### config.mk
export PLATFORM = sky130hd
export DESIGN_NAME = pc_sequencer
export DESIGN_NICKNAME = d
export VERILOG_FILES = /design/src/rtl/pc_sequencer.sv
export SDC_FILE = /design/constraint.sdc
export NUM_CORES = 1
export LEC_CHECK = 0
export CAP_MARGIN = 20
export CORE_UTILIZATION = 55
export CTS_CLUSTER_SIZE = 12
export DETAILED_ROUTE_END_ITERATION = 10
export GPL_TIMING_DRIVEN = 0
export PLACE_DENSITY = 0.85
export SETUP_SLACK_MARGIN = 0.4
export SYNTH_ARGS = -nofsm -noshare
export SYNTH_HDL_FRONTEND = slang
export SYNTH_SLANG_ARGS = --single-unit
export TNS_END_PERCENT = 100
### constraint.sdc
create_clock -name clk -period 4.8 [get_ports clk]
set_clock_uncertainty 0.2 [all_clocks]
set_input_delay 0.48 -clock clk [delete_from_list [all_inputs] [get_ports clk]]
set_output_delay 0.48 -clock clk [all_outputs]
set_load 0.005 [all_outputs]
### src/rtl/pc_sequencer.sv
// Program-counter sequencer with branch, call/return and a circular RAS.
// Redirects land on pc one cycle after the requesting edge.
module pc_sequencer #(
  parameter int                WIDTH     = 32,
  parameter int                STEP      = 1,
  parameter logic [WIDTH-1:0]  RESET_VEC = '0,
  parameter int                RAS_DEPTH = 4
) (
  input  logic             clk,
  input  logic             rst_n,
  input  logic             stall,
  input  logic             branch_en,
  input  logic [WIDTH-1:0] branch_target,
  input  logic             call_en,
  input  logic             ret_en,
  output logic [WIDTH-1:0] pc,
  output logic [WIDTH-1:0] pc_next_seq,
  output logic             fetch_valid,
  output logic             ras_empty,
  output logic             ras_full,
  output logic [1:0]       ras_err
);

  localparam int PW = $clog2(RAS_DEPTH);
  localparam int CW = PW + 1;
  localparam logic [WIDTH-1:0] STEP_W = WIDTH'(STEP);
  localparam logic [CW-1:0] DEPTH_C = CW'(RAS_DEPTH);

  logic [WIDTH-1:0] stack [RAS_DEPTH];
  logic [PW-1:0]    sp;
  logic [PW-1:0]    sp_top;
  logic [CW-1:0]    cnt;

  logic [WIDTH-1:0] pc_d;
  logic [PW-1:0]    sp_d;
  logic [CW-1:0]    cnt_d;
  logic [1:0]       err_d;
  logic             fv_d;
  logic             wr_en;
  logic [PW-1:0]    wr_idx;
  logic             advance;
  logic             do_cr;
  logic             do_call;
  logic             do_ret;
  logic             do_br;

  assign pc_next_seq = pc + STEP_W;
  assign sp_top      = sp - PW'(1);
  assign ras_empty   = (cnt == '0);
  assign ras_full    = (cnt == DEPTH_C);

  assign advance = fetch_valid & ~stall;
  assign do_cr   = call_en & ret_en;
  assign do_call = call_en & ~ret_en;
  assign do_ret  = ret_en & ~call_en;
  assign do_br   = branch_en & ~call_en & ~ret_en;

  // Next pc, stack pointer, count and error flags by request priority
  always_comb begin
    pc_d   = pc;
    sp_d   = sp;
    cnt_d  = cnt;
    err_d  = ras_err;
    fv_d   = fetch_valid | ~stall;
    wr_en  = 1'b0;
    wr_idx = sp;
    if (advance) begin
      unique case (1'b1)
        do_cr: begin
          pc_d  = branch_target;
          wr_en = 1'b1;
          if (ras_empty) begin
            sp_d  = sp + PW'(1);
            cnt_d = cnt + CW'(1);
          end else begin
            wr_idx = sp_top;
          end
        end
        do_call: begin
          pc_d  = branch_target;
          wr_en = 1'b1;
          sp_d  = sp + PW'(1);
          if (ras_full) err_d[0] = 1'b1;
          else          cnt_d    = cnt + CW'(1);
        end
        do_ret: begin
          if (ras_empty) begin
            pc_d     = pc_next_seq;
            err_d[1] = 1'b1;
          end else begin
            pc_d  = stack[sp_top];
            sp_d  = sp_top;
            cnt_d = cnt - CW'(1);
          end
        end
        do_br:   pc_d = branch_target;
        default: pc_d = pc_next_seq;
      endcase
    end
  end

  // Control state with asynchronous reset
  always_ff @(posedge clk or negedge rst_n) begin
    if (!rst_n) begin
      pc          <= RESET_VEC;
      sp          <= '0;
      cnt         <= '0;
      ras_err     <= '0;
      fetch_valid <= 1'b0;
    end else begin
      pc          <= pc_d;
      sp          <= sp_d;
      cnt         <= cnt_d;
      ras_err     <= err_d;
      fetch_valid <= fv_d;
    end
  end

  // Stack storage; contents survive reset
  always_ff @(posedge clk) begin
    if (wr_en) stack[wr_idx] <= pc_next_seq;
  end

endmodule
Word-level counts from Yosys, hierarchy flattened:

Memories as Yosys holds them, arrays and structs flattened.
Cells that the tools add are included.

* ROM bits: 0
* memories: 1
* bits in latches: 0
* input port bits: 38
* logic and storage cells: 49
* flip-flop bits (word level): 40
* output and inout port bits: 69
* bits in writable memories: 128

Memories
* stack: depth 4, bits a word 32, rd ports 1, clocked after memory_dff 0, write ports 1, line 29 `logic [WIDTH-1:0] stack [RAS_DEPTH];`

* order comparisons: 0
* shifts and indexed selects: 0
* multipliers: 0
* divide/modulo/power cells: 0
* bitwise operators: 10
* multiplexer cells: 15
* reduce and logical (&&, ||, !) cells: 8
* add/sub/neg operators: 5
* eq/ne operators: 4

Operator list (count)
* 32-bit case mux with 2 select lines: 1
* 32-bit by 1-bit adder with 32-bit output, second input constant: 1
* 32-bit 2-to-1 mux: 1
* 3-bit 2-to-1 mux: 3
* 3-bit case mux with 3 select lines: 1
* 3-bit AND reduction: 3
* 2-bit 2-to-1 mux: 4
* 1-bit bitwise AND: 6
* 2-bit inequality test, second input constant: 3
* 2-bit case mux with 3 select lines: 1
* 5-bit AND reduction: 1
* 1-bit 2-to-1 mux: 4
* 3-bit by 1-bit adder with 3-bit output, second input constant: 1
* 3-bit == test, second input constant: 1
* 3-bit logical NOT: 1
* 1-bit inverter: 3
* 3-bit nonzero test: 1
* 3-bit OR reduction: 1
* 3-bit by 1-bit subtractor with 3-bit output, second input constant: 1
* 2-bit by 1-bit adder with 2-bit output, second input constant: 1
* 2-bit OR reduction: 1
* 2-bit by 1-bit subtractor with 2-bit output, second input constant: 1
* 1-bit OR: 1

Longest topological paths before layout:

* depth after elaboration: 7
* mapped depth: 9
* depth with buffers taken out: 6

Least setup slack after synthesis:

No wires, ideal clock.

* path type: register -> register
* from: register sp[1]
* to: memory stack[1][0], enable pin
* required time: 4168 ps
* period minus slack after synthesis: 3891 ps
* buffers on the path: 3
* arrival: 3259 ps
* slack: 909 ps
* cell stages (with the launch flop): 7
* setup time: 432 ps
* cells stage by stage: dfrtp_1 buf_2 buf_1 buf_1 inv_1 or3_1 a21oi_1

* word-level cells in the longest chain between the ends: 4

Ends and longest elaborated chain
* start, declared: line 30 `logic [PW-1:0] sp;`
* start signal, assigned: line 112 `sp <= sp_d;`
* 2-bit by 1-bit subtractor with 2-bit output: line 48 `assign sp_top = sp - PW'(1);`
* 2-bit 2-to-1 mux: line 72 `if (ras_empty) begin`
* 2-bit 2-to-1 mux: line 68 `unique case (1'b1)`
* 2-bit 2-to-1 mux *: line 67 `if (advance) begin`
* end, declared: line 29

Mark *: on every way between the ends. The rest lies on a longest branch, timed or not.

Final worst setup path:

* from: register pc[3]
* to: output pc_next_seq[31]

* word-level cells in the longest chain between the ends: 1

Ends and longest elaborated chain
* start, declared: line 16 `output logic [WIDTH-1:0] pc,`
* start signal, assigned: line 111 `pc <= pc_d;`
* 32-bit by 1-bit adder with 32-bit output: line 47 `assign pc_next_seq = pc + STEP_W;`
* end, declared: line 17 `output logic [WIDTH-1:0] pc_next_seq,`

No other way between the ends.

==> out/results.txt <==
Final HPWL DP - 15.9 mm
Synthesized Nets - 615
quantity of I/O buffers inserted on ports - 106
CP Class - flop to primary output
Worst-Margin Slew - 0.987 ns
crit-path max cell delay - 0.66 ns
largest net degree at the start of global routing - 34
LEAKAGE - 3.44 nW
CTS tree - done
Worst slew margin - 33.7%
post-cts sizing count - 0
Antenna Cells - 0
Finished Cell Area - 9950 um^2
final WL - 22.9 mm
antenna violations before repair - 0
Final Power - 5.11 mW
Cells after DPL - 867
Synth Register Bits - 168
worst vdd ir - 0.289 mV
distinct cell type count after synthesis - 63
Max Cap Violations - 0
share of the synthesized area in the top cell type - 48.5%
Final Setup Violations - 0
synth warn - 0
Critical Path AT - 3.47 ns
Overall Global Routing Usage - 32.5%
I/O Pins - 107
final period utilization - 86.4%
share of cells above drive strength 1 - 14.0%
CP startpoint kind - flop
fin cells - 900
Period minus WS final - 4.15 ns
Cell Area, Synth - 7920 um^2
Reg2Reg Depth - 7
placed cell area - 9380 um^2
RSZ-0062 raised after global routing - false
FFs w/ async S/R, synth - 23.8%
Main synth FF type - edfxtp_1
status - complete, no violations
Routed WL per cell - 25.5 um
Crit Path Max Fanout - 8
most frequent cells after synthesis - edfxtp_1, o21ai_0, dfrtp_1
first-pass GRT wire length - 34.4 mm
final-report hold violation count - 0
Hold Buf Count CTS - 1
DRC - 0
die area - 14900 um^2
1st-pass router iterations - 8
HP Class - input pin to asynchronous set/reset pin
PwrDens - 514 nW/um^2
critical-path cell list - nand4_1, nor4_1, buf_2, nand3_1, xnor2_1, clkdlybuf4s50_1
ANT nets after route - 0
post-synthesis sequential area ratio - 61.1%
element type at the critical path end - primary output
Die Span Y - 122 um
Critical Path RT - 4.12 ns
Core Box Area - 14000 um^2
max-slew violations - 0
H-tree depth - 4
area added between synthesis and finish - 25.5%
CP max-delay cell - nor4_1
syn_area_per_cell - 13.8 um^2
Core Rows - 43
Clock Tree Root - clkbuf_16
Clock Latency Late Sink - 0.43 ns
Die X - 122 um
Mapped Cells - 575
cell type with the largest total area after synthesis - edfxtp_1
via count - 6008
CTS buffer count - 17
Max Fclk - 241 MHz
vias in the first global route - 5959
post-layout util - 71.1%
gp weighted congestion - 0.913
postcts setup bufs - 0
total gr overflow - 0
number of enable flip-flop cells after synthesis - 128
Initial Util - 56.6%
clock sinks - 168
Max clock buf depth - 2
cells taking the most area after synthesis - edfxtp_1, dfrtp_1, mux4_2
CTS clock-pin slew for the worst setup and hold paths - 0.06 ns
Fillers - 939
1st-iter DRT viols - 683
DR vias/cell - 6.68
count leader, synth - edfxtp_1
nets - 747
## report_power, final
part	total [mW]	internal [mW]	leakage, nW	switching [mW]
logic	1.70	0.830	1.53	0.874
registers	2.09	1.89	1.64	0.201
clock network	1.31	0.775	0.269	0.534
## layout by cell type, fill, tap and decap left out, drive strengths merged, types with 4 or more instances in the layout
master	synthesis	routed
a2bb2oi	5	5
and4	7	7
or4	4	4
clkinv	0	5
a22oi	8	8
inv	16	16
o22a	5	5
clkbuf	19	42
and2	4	4
edfxtp	128	128
buf	17	24
nor4	8	8
nand3	20	20
xor2	7	7
clkdlybuf4s50	0	105
nand4	11	11
o21a	6	6
a221oi	10	10
nand2	39	39
nor3	7	7
a221o	7	7
xnor2	26	26
and3	8	8
a222oi	6	6
o21ai	43	43
nor2	19	19
dfrtp	40	40
a21oi	24	24
or3	7	7
mux4	32	32
## routing by layer
metal / track usage, % / part of all wire (%) / up-vias
li1: - / - / 2546
met1: 42.2 / 38 / 2966
met2: 51.0 / 48 / 424
met3: 8.24 / 11 / 72
met4: 15.7 / 3.3 / 0
met5: 0 / 0 / -
## state kept, by name (all words and copies together) (netlist names)
signal       cells
sp               2
cnt              3
stack          128
fetch_valid      1
ras_err          2
pc              32
## stage by stage
| stage | worst slack, ns | hold slack, ns | setup TNS, ns |
|---|---|---|---|
| after floorplan | 0.909 | -0.0156 | 0 |
| after global placement | -1.02 | 0.252 | -70.68 |
| after detailed placement | 0.860 | 0.162 | 0 |
| after CTS | 0.746 | 0.248 | 0 |
| after global routing | 0.469 | 0.284 | 0 |
| final | 0.651 | 0.255 | 0 |
## path summary, 6_finish.rpt
check | to | start | slack (ns)
worst min-delay path | cnt[0] | rst_n | 0.26
worst max register to register | stack[1][7] | sp[1] | 0.76
max in group asynchronous | pc[30] | rst_n | 3.67
min in group clk | ras_err[0] | ras_err[0] | 0.27
worst max-delay path | pc_next_seq[31] | pc[3] | 0.65
worst min register to register | ras_err[0] | ras_err[0] | 0.27
## logic make-up (layout without fill, tap and decap cells)
logic type | after synthesis | in the layout | synth area share (%)
AOI/OAI and AO/OA | 139 | 139 | 12.0
xor gates and xnor gates | 33 | 33 | 3.65
adders and majority gates | 2 | 2 | 0.411
buffers and inverters | 52 | 197 | 3.44
DFF | 168 | 168 | 61.1
muxes | 34 | 34 | 9.36
and+or+nand+nor | 147 | 147 | 9.95
## critical path: cells and delay by family (launching register included)
kind,cells,cell delay (ns)
XOR/XNOR,1,0.52
flip-flops,1,0.49
AND/OR/NAND/NOR,3,1.13
buffers and inverters,2,0.89
## layout make-up
| cell class | instances | area, um^2 | area share (%) |
|---|---|---|---|
| buffer | 36 | 213 | 2.14 |
| clock buffer | 23 | 458 | 4.60 |
| clock inverter | 9 | 103 | 1.03 |
| inverter | 16 | 60.1 | 0.604 |
| multi-input combinational | 355 | 2840 | 28.6 |
| sequential | 168 | 4840 | 48.7 |
| tap | 180 | 225 | 2.26 |
| timing repair buffer | 113 | 1200 | 12.1 |
No activity file was read; power rests on OpenSTA's default activity.
